--- config.mk ---
export PLATFORM = sky130hd
export DESIGN_NAME = imm_decode_ctrl
export DESIGN_NICKNAME = d
export VERILOG_FILES = /design/src/rtl/imm_decode_ctrl.sv
export SDC_FILE = /design/constraint.sdc
export NUM_CORES = 1
export LEC_CHECK = 0
export ABC_AREA = 1
export CAP_MARGIN = 40
export CELL_PAD_IN_SITES_DETAIL_PLACEMENT = 1
export CELL_PAD_IN_SITES_GLOBAL_PLACEMENT = 2
export CORE_UTILIZATION = 25
export CTS_CLUSTER_DIAMETER = 60
export DETAILED_ROUTE_END_ITERATION = 8
export PLACE_DENSITY = 0.85
export SLEW_MARGIN = 20
export SYNTH_ARGS = -nofsm -noshare
export SYNTH_HDL_FRONTEND = slang
export SYNTH_SLANG_ARGS = --single-unit
--- constraint.sdc ---
create_clock -name Clk -period 3.01 [get_ports Clk]
set_input_delay 0.7525 -clock Clk [delete_from_list [all_inputs] [get_ports Clk]]
set_output_delay 0.7525 -clock Clk [all_outputs]
set_load 0.05 [all_outputs]
--- src/rtl/imm_decode_ctrl.sv ---
// rtl/imm_decode_ctrl.sv - decode-stage controller: classifies opcodes into immediate-select codes
// and holds one instruction for the immediate generator and execute, trapping illegal encodings.
module imm_decode_ctrl #(
  parameter int WIDTH_INST_LENGTH = 32,
  parameter int WIDTH_SEL_LENGTH  = 3
) (
  input  logic                         Clk,
  input  logic                         Rst,
  input  logic [WIDTH_INST_LENGTH-1:0] InInst,
  input  logic                         InValid,
  output logic                         InReady,
  input  logic                         Flush,
  input  logic                         OutReady,
  output logic                         OutValid,
  output logic [WIDTH_INST_LENGTH-1:0] Inst,
  output logic [WIDTH_SEL_LENGTH-1:0]  ImmSel,
  output logic                         UsesImm,
  output logic                         Trap,
  output logic [WIDTH_INST_LENGTH-1:0] TrapInst
);

  typedef enum logic [1:0] {
    EMPTY = 2'd0,
    VALID = 2'd1,
    TRAP  = 2'd2
  } state_t;

  state_t state, state_nxt;

  logic [6:0]                  opcode;
  logic [2:0]                  funct3;
  logic [6:0]                  funct7;
  logic [WIDTH_SEL_LENGTH-1:0] dec_sel;
  logic                        dec_uses;
  logic                        dec_illegal;
  logic                        accept;
  logic                        load_legal;
  logic                        load_illegal;

  assign opcode = InInst[6:0];
  assign funct3 = InInst[14:12];
  assign funct7 = InInst[31:25];

  always_comb begin
    dec_sel     = 3'b111;
    dec_uses    = 1'b0;
    dec_illegal = 1'b0;
    case (opcode)
      7'b0000011, 7'b1100111: begin
        dec_sel  = 3'b000;
        dec_uses = 1'b1;
      end
      7'b0010011: begin
        dec_uses = 1'b1;
        if (funct3 == 3'b001) begin
          dec_sel     = 3'b010;
          dec_illegal = (funct7 != 7'b0000000);
        end else if (funct3 == 3'b101) begin
          dec_sel     = 3'b010;
          dec_illegal = (funct7 != 7'b0000000) && (funct7 != 7'b0100000);
        end else begin
          dec_sel = 3'b000;
        end
      end
      7'b0100011: begin
        dec_sel  = 3'b011;
        dec_uses = 1'b1;
      end
      7'b1100011: begin
        dec_sel     = 3'b100;
        dec_uses    = 1'b1;
        dec_illegal = (funct3 == 3'b010) || (funct3 == 3'b011);
      end
      7'b0110111, 7'b0010111: begin
        dec_sel  = 3'b101;
        dec_uses = 1'b1;
      end
      7'b1101111: begin
        dec_sel  = 3'b110;
        dec_uses = 1'b1;
      end
      7'b1110011: begin
        // CSR forms carry the CSR address in the immediate field; ECALL/EBREAK carry none
        if (funct3 != 3'b000) begin
          dec_sel  = 3'b001;
          dec_uses = 1'b1;
        end
      end
      7'b0110011, 7'b0001111: begin
        dec_sel  = 3'b111;
        dec_uses = 1'b0;
      end
      default: dec_illegal = 1'b1;
    endcase
    if (InInst[1:0] != 2'b11) dec_illegal = 1'b1;
  end

  assign InReady      = !Flush && ((state == EMPTY) || ((state == VALID) && OutReady));
  assign accept       = InValid && InReady;
  assign load_legal   = accept && !dec_illegal;
  assign load_illegal = accept && dec_illegal;

  always_comb begin
    state_nxt = state;
    if (Flush) begin
      state_nxt = EMPTY;
    end else begin
      case (state)
        EMPTY: if (accept) state_nxt = dec_illegal ? TRAP : VALID;
        VALID: begin
          if (OutReady) begin
            if (accept) state_nxt = dec_illegal ? TRAP : VALID;
            else        state_nxt = EMPTY;
          end
        end
        TRAP:    state_nxt = TRAP;
        default: state_nxt = EMPTY;
      endcase
    end
  end

  always_ff @(posedge Clk or posedge Rst) begin
    if (Rst) begin
      state    <= EMPTY;
      Inst     <= '0;
      ImmSel   <= '1;
      UsesImm  <= 1'b0;
      TrapInst <= '0;
    end else begin
      state <= state_nxt;
      if (load_legal) begin
        Inst    <= InInst;
        ImmSel  <= dec_sel;
        UsesImm <= dec_uses;
      end
      if (Flush)             TrapInst <= '0;
      else if (load_illegal) TrapInst <= InInst;
    end
  end

  assign OutValid = (state == VALID);
  assign Trap     = (state == TRAP);

endmodule

Yosys cells after proc, flatten, opt, wreduce, memory -nomap -nowiden:

Cells that the tools add are included.

* output and inout bits: 71
* input port bits: 37
* logic and storage cells: 63
* bits in registers: 70

* muxes and demuxes: 18
* equal/unequal tests: 21
* reductions and logical operators: 19

Operators with widths (count)
* $mux W32: 2
* $eq A7 B7 Y1 const B: 4
* $eq A7 B6 Y1 const B: 3
* $pmux W3 S7: 1
* $eq A7 B5 Y1 const B: 2
* $mux W2: 7
* $reduce_or A9 Y1: 1
* $reduce_or A8 Y1: 1
* $eq A7 B2 Y1 const B: 1
* $eq A7 B4 Y1 const B: 1
* $ne A7 B6 Y1 const B: 1
* $reduce_bool A7 Y1: 1
* $eq A3 B2 Y1 const B: 2
* $logic_and A1 B1 Y1: 6
* $ne A3 B3 Y1 const B: 2
* $pmux W2 S3: 1
* $mux W1: 4
* $reduce_or A2 Y1: 2
* $eq A3 B1 Y1 const B: 1
* $eq A3 B3 Y1 const B: 1
* $mux W3: 1
* $pmux W1 S3: 1
* $reduce_bool A3 Y1: 1
* $eq A2 B1 Y1 const B: 1
* 8 further kinds: 10

Depth between registers and ports, before layout:

* depth in word-level cells: 11
* gate-level depth with buffers: 12
* gate-level depth less buffers: 11

Least setup slack after synthesis:

OpenSTA, ideal clock, no wires.

* path kind: input -> register
* start: input OutReady
* end: register UsesImm
* cell stages on the path: 8
* buffers on the path: 1
* setup time: 124 ps
* arrival: 2162 ps
* path slack: 724 ps
* cells stage by stage: nor2_1 -> nor3_2 -> nand2_1 -> inv_2 -> nand3_2 -> buf_2 -> nand2_1 -> o21ai_1

* longest elaborated chain between the ends: 5

Ends and longest elaborated chain
* start, declared: line 13 `input logic OutReady,`
* $logic_and A1 B1 Y1: line 98 `assign InReady = !Flush && ((state == EMPTY) || ((state == VALID) && OutReady));`
* $logic_or A1 B1 Y1: line 98
* $logic_and A1 B1 Y1: line 98
* named net InReady: line 11 `output logic InReady,`
* $logic_and A1 B1 Y1: line 99 `assign accept = InValid && InReady;`
* $logic_and A1 B1 Y1: line 100 `assign load_legal = accept && !dec_illegal;`
* end signal, assigned: line 134 `UsesImm <= dec_uses;`
* end, declared: line 17 `output logic UsesImm,`

The timed path passes the listed nets, and every way through them passes these cells.
A chain may end at the register's enable or synchronous reset.

Worst setup path in the final report:

* start: register state[1]
* end: output Trap

* longest elaborated chain between the ends: 1

Ends and longest elaborated chain
* start, declared: line 28 `state_t state, state_nxt;`
* start signal, assigned: line 130 `state <= state_nxt;`
* $eq A2 B2 Y1: line 142 `assign Trap = (state == TRAP);`
* end, declared: line 18 `output logic Trap,`

Every way passes these cells.

==> metrics.yaml <==
synth:
  syn_area_per_cell_um2: 8.43
  synth_top_area_cell: "dfrtp_1"
  synthTopCellsByArea: "dfrtp_1 54%, nand2_1 15%, nand3_1 12%, o21ai_1 2.6%, dfstp_2 2.5%"
  ys_ff_latch: 70
  ys_seq_area_frac: 0.567
  syn_inst: 367
  synth_cell_types: 27
  yosysWarnings: 0
  synth_area_um2: 3100
  syn_nets: 404
  synthFlopType: "dfrtp_1"
  synth_edf_count: 0
  netlist.area_leader.share: 0.542
  synthArstFlopShare: 1.00
min_path:
  whs_path_depth: 2
  holdPathEnd: "ImmSel[1]"
  min_from: "ImmSel[1]"
  worst_hold_path_type: "register to register"
layout:
  drive_gt1_frac: 0.102
  final_nets: 512
  area_growth_pct: 51.1
  area.sequential_um2: 1760
  mostFrequentLayoutCells: "123 x nand2_1, 106 x clkdlybuf4s50_1, 72 x nand3_1"
  fill_cells: 1403
  multi_input_area_um2: 1140
  diodes: 0
  final_common_cell: "nand2_1"
setup_path:
  r2r_end: "Inst[2]"
  r2r_setup_slack_ns: 1.17
  worstSetupPathType: "register to primary output"
  required_ns: 2.26
  setup.worst_path.start: "state[1]"
  worstPathArrival_ns: 1.78
  critPathLaunchType: "register"
  r2r-start: "state[0]"
  reg2reg_depth: 9
  worstPathMaxFanout: 5
  cp-end-kind: "primary output"
global_route:
  grt_max_degree: 34
  antenna_found_initial: 0
  overflow: 0
  track_usage: 0.167
  grt_pass1_vias: 3131
  grt_pass1_wl_mm: 16.6
sta:
  worst_pin_slew_ns: 0.618
  max_freq_ghz: 0.394
  min_period_ns: 2.54
  setup_tns_ns: 0
  whs_ns: 0.473
  finalCritPeriodShare: 0.842
  final-max-slew-violation-count: 0
  hold_violations: 0
  clock_skew_ns: 0.00669
  grt_setup_unrepaired: "no"
  setup_viol: 0
  slew-limit-headroom: 0.588
power_and_ir_drop:
  power.total_mw: 2.81
  peakVddDrop_uv: 272
  clock_power_share: 0.361
  p_int_mw: 1.89
  p_leak_nw: 2.26
  switching_share: 0.327
  combPwrFrac: 0.254
  switchingPower_mw: 0.921
  pwr-share-seq: 0.385
  power.density_nw_per_um2: 602
route:
  via_count: 2933
  dr.pass1.iters: 4
  drc: 0
  drt-initial-drc-count: 158
  routed_wl_mm: 10.1
  post_drt_wl_per_cell_um: 15.5
  viasPerCell: 4.53
  antenna_left: 0
clocking:
  cts_tree: "built"
  cts.sinks: 70
  clk_pin_slew_ns: 0.06
  clock_latency_ns: 0.33
  htreeDepth: 3
  cts.path.max_buffers: 2
  cts-root-buf: "clkbuf_16"
  cts_buffers: 9
  hold_buffers: 0
  postCtsSetupBuffers: 0
  post_cts_resized: 0
die:
  start_util: 0.257
  fp.dieH_um: 113
  ios: 108
  die_w_um: 113
  core.rowCount: 40
  core-area_um2: 12100
  die_area_um2: 12800
status:
  outcome: "complete, no violations"
placement:
  place.gp.congestion: 0.791
  dpl.hpwl_mm: 7.34
  portBuffers: 107
flow_run:
  maxCapViolations: 0
==> flip-flops by register name (all words and copies together), names as in the netlist <==
name,count
Inst,32
TrapInst,32
ImmSel,3
state,2
UsesImm,1
==> power by group through the flow <==
stage | sequential [mW] | clock (mW) | combinational (mW)
floorplan | 1.38 | 0 | 0.141
global placement | 1.10 | 0 | 0.714
detailed placement | 1.10 | 0 | 0.723
CTS | 1.08 | 1.04 | 0.726
global route | 1.09 | 1.08 | 0.759
finish | 1.08 | 1.02 | 0.716
==> cell families (layout without fill, tap and decap cells) <==
group | count (synthesis) | after routing | share of synthesized area
and+or+nand+nor | 231 | 231 | 0.332
DFF | 70 | 70 | 0.567
buffers and inverters | 44 | 157 | 0.0639
AOI/OAI and AO/OA | 22 | 22 | 0.0372
==> Yosys cell counts (3+ instances only) <==
cell type / instances
nand2_2: 4
nor3_1: 4
inv_1: 15
o21ai_0: 3
nor2_1: 17
nand2_1: 123
buf_4: 4
nand3_1: 72
inv_2: 8
dfstp_2: 3
dfrtp_1: 67
buf_2: 8
clkbuf_1: 6
o21ai_1: 16
==> routing by layer <==
layer  vias to the layer above  share of wire  track usage
li1                       1399              -            -
met1                      1446           0.45        0.210
met2                        74           0.49        0.285
met3                        14          0.050       0.0428
met4                         0          0.013       0.0465
met5                         -              0            0
==> metrics by stage <==
step	instances	cell area (um2)	util	setup WS [ns]
4_1_cts	648	4680	0.388	0.457
5_1_grt	648	4680	0.388	0.386
3_3_place_gp	632	4390	0.364	0.358
6_report	648	4680	0.388	0.474
2_1_floorplan	367	3100	-	0.494
3_5_place_dp	632	4390	0.364	0.266
==> final cells by class <==
class / count / area share
clock buffer: 13 / 0.0578
clock inverter: 3 / 0.00375
inverter: 25 / 0.0201
multi-input combinational: 253 / 0.244
sequential: 70 / 0.375
tap: 168 / 0.0450
timing repair buffer: 116 / 0.254
==> critical path, stage by stage (launching register included) <==
cell	delay, ns
dfrtp_1	0.44
inv_1	0.08
nor2_1	0.11
clkdlybuf4s50_1	0.82
==> worst max path at each step <==
stage,to,slack (ns),cells after the start
after CTS,Trap,0.46,3
after global placement,Inst[4],0.36,11
after global routing,Trap,0.39,3
after floorplan,Inst[0],0.49,1
after detailed placement,Inst[18],0.27,12
final,Trap,0.47,3
(Power assumes the default switching activity.)
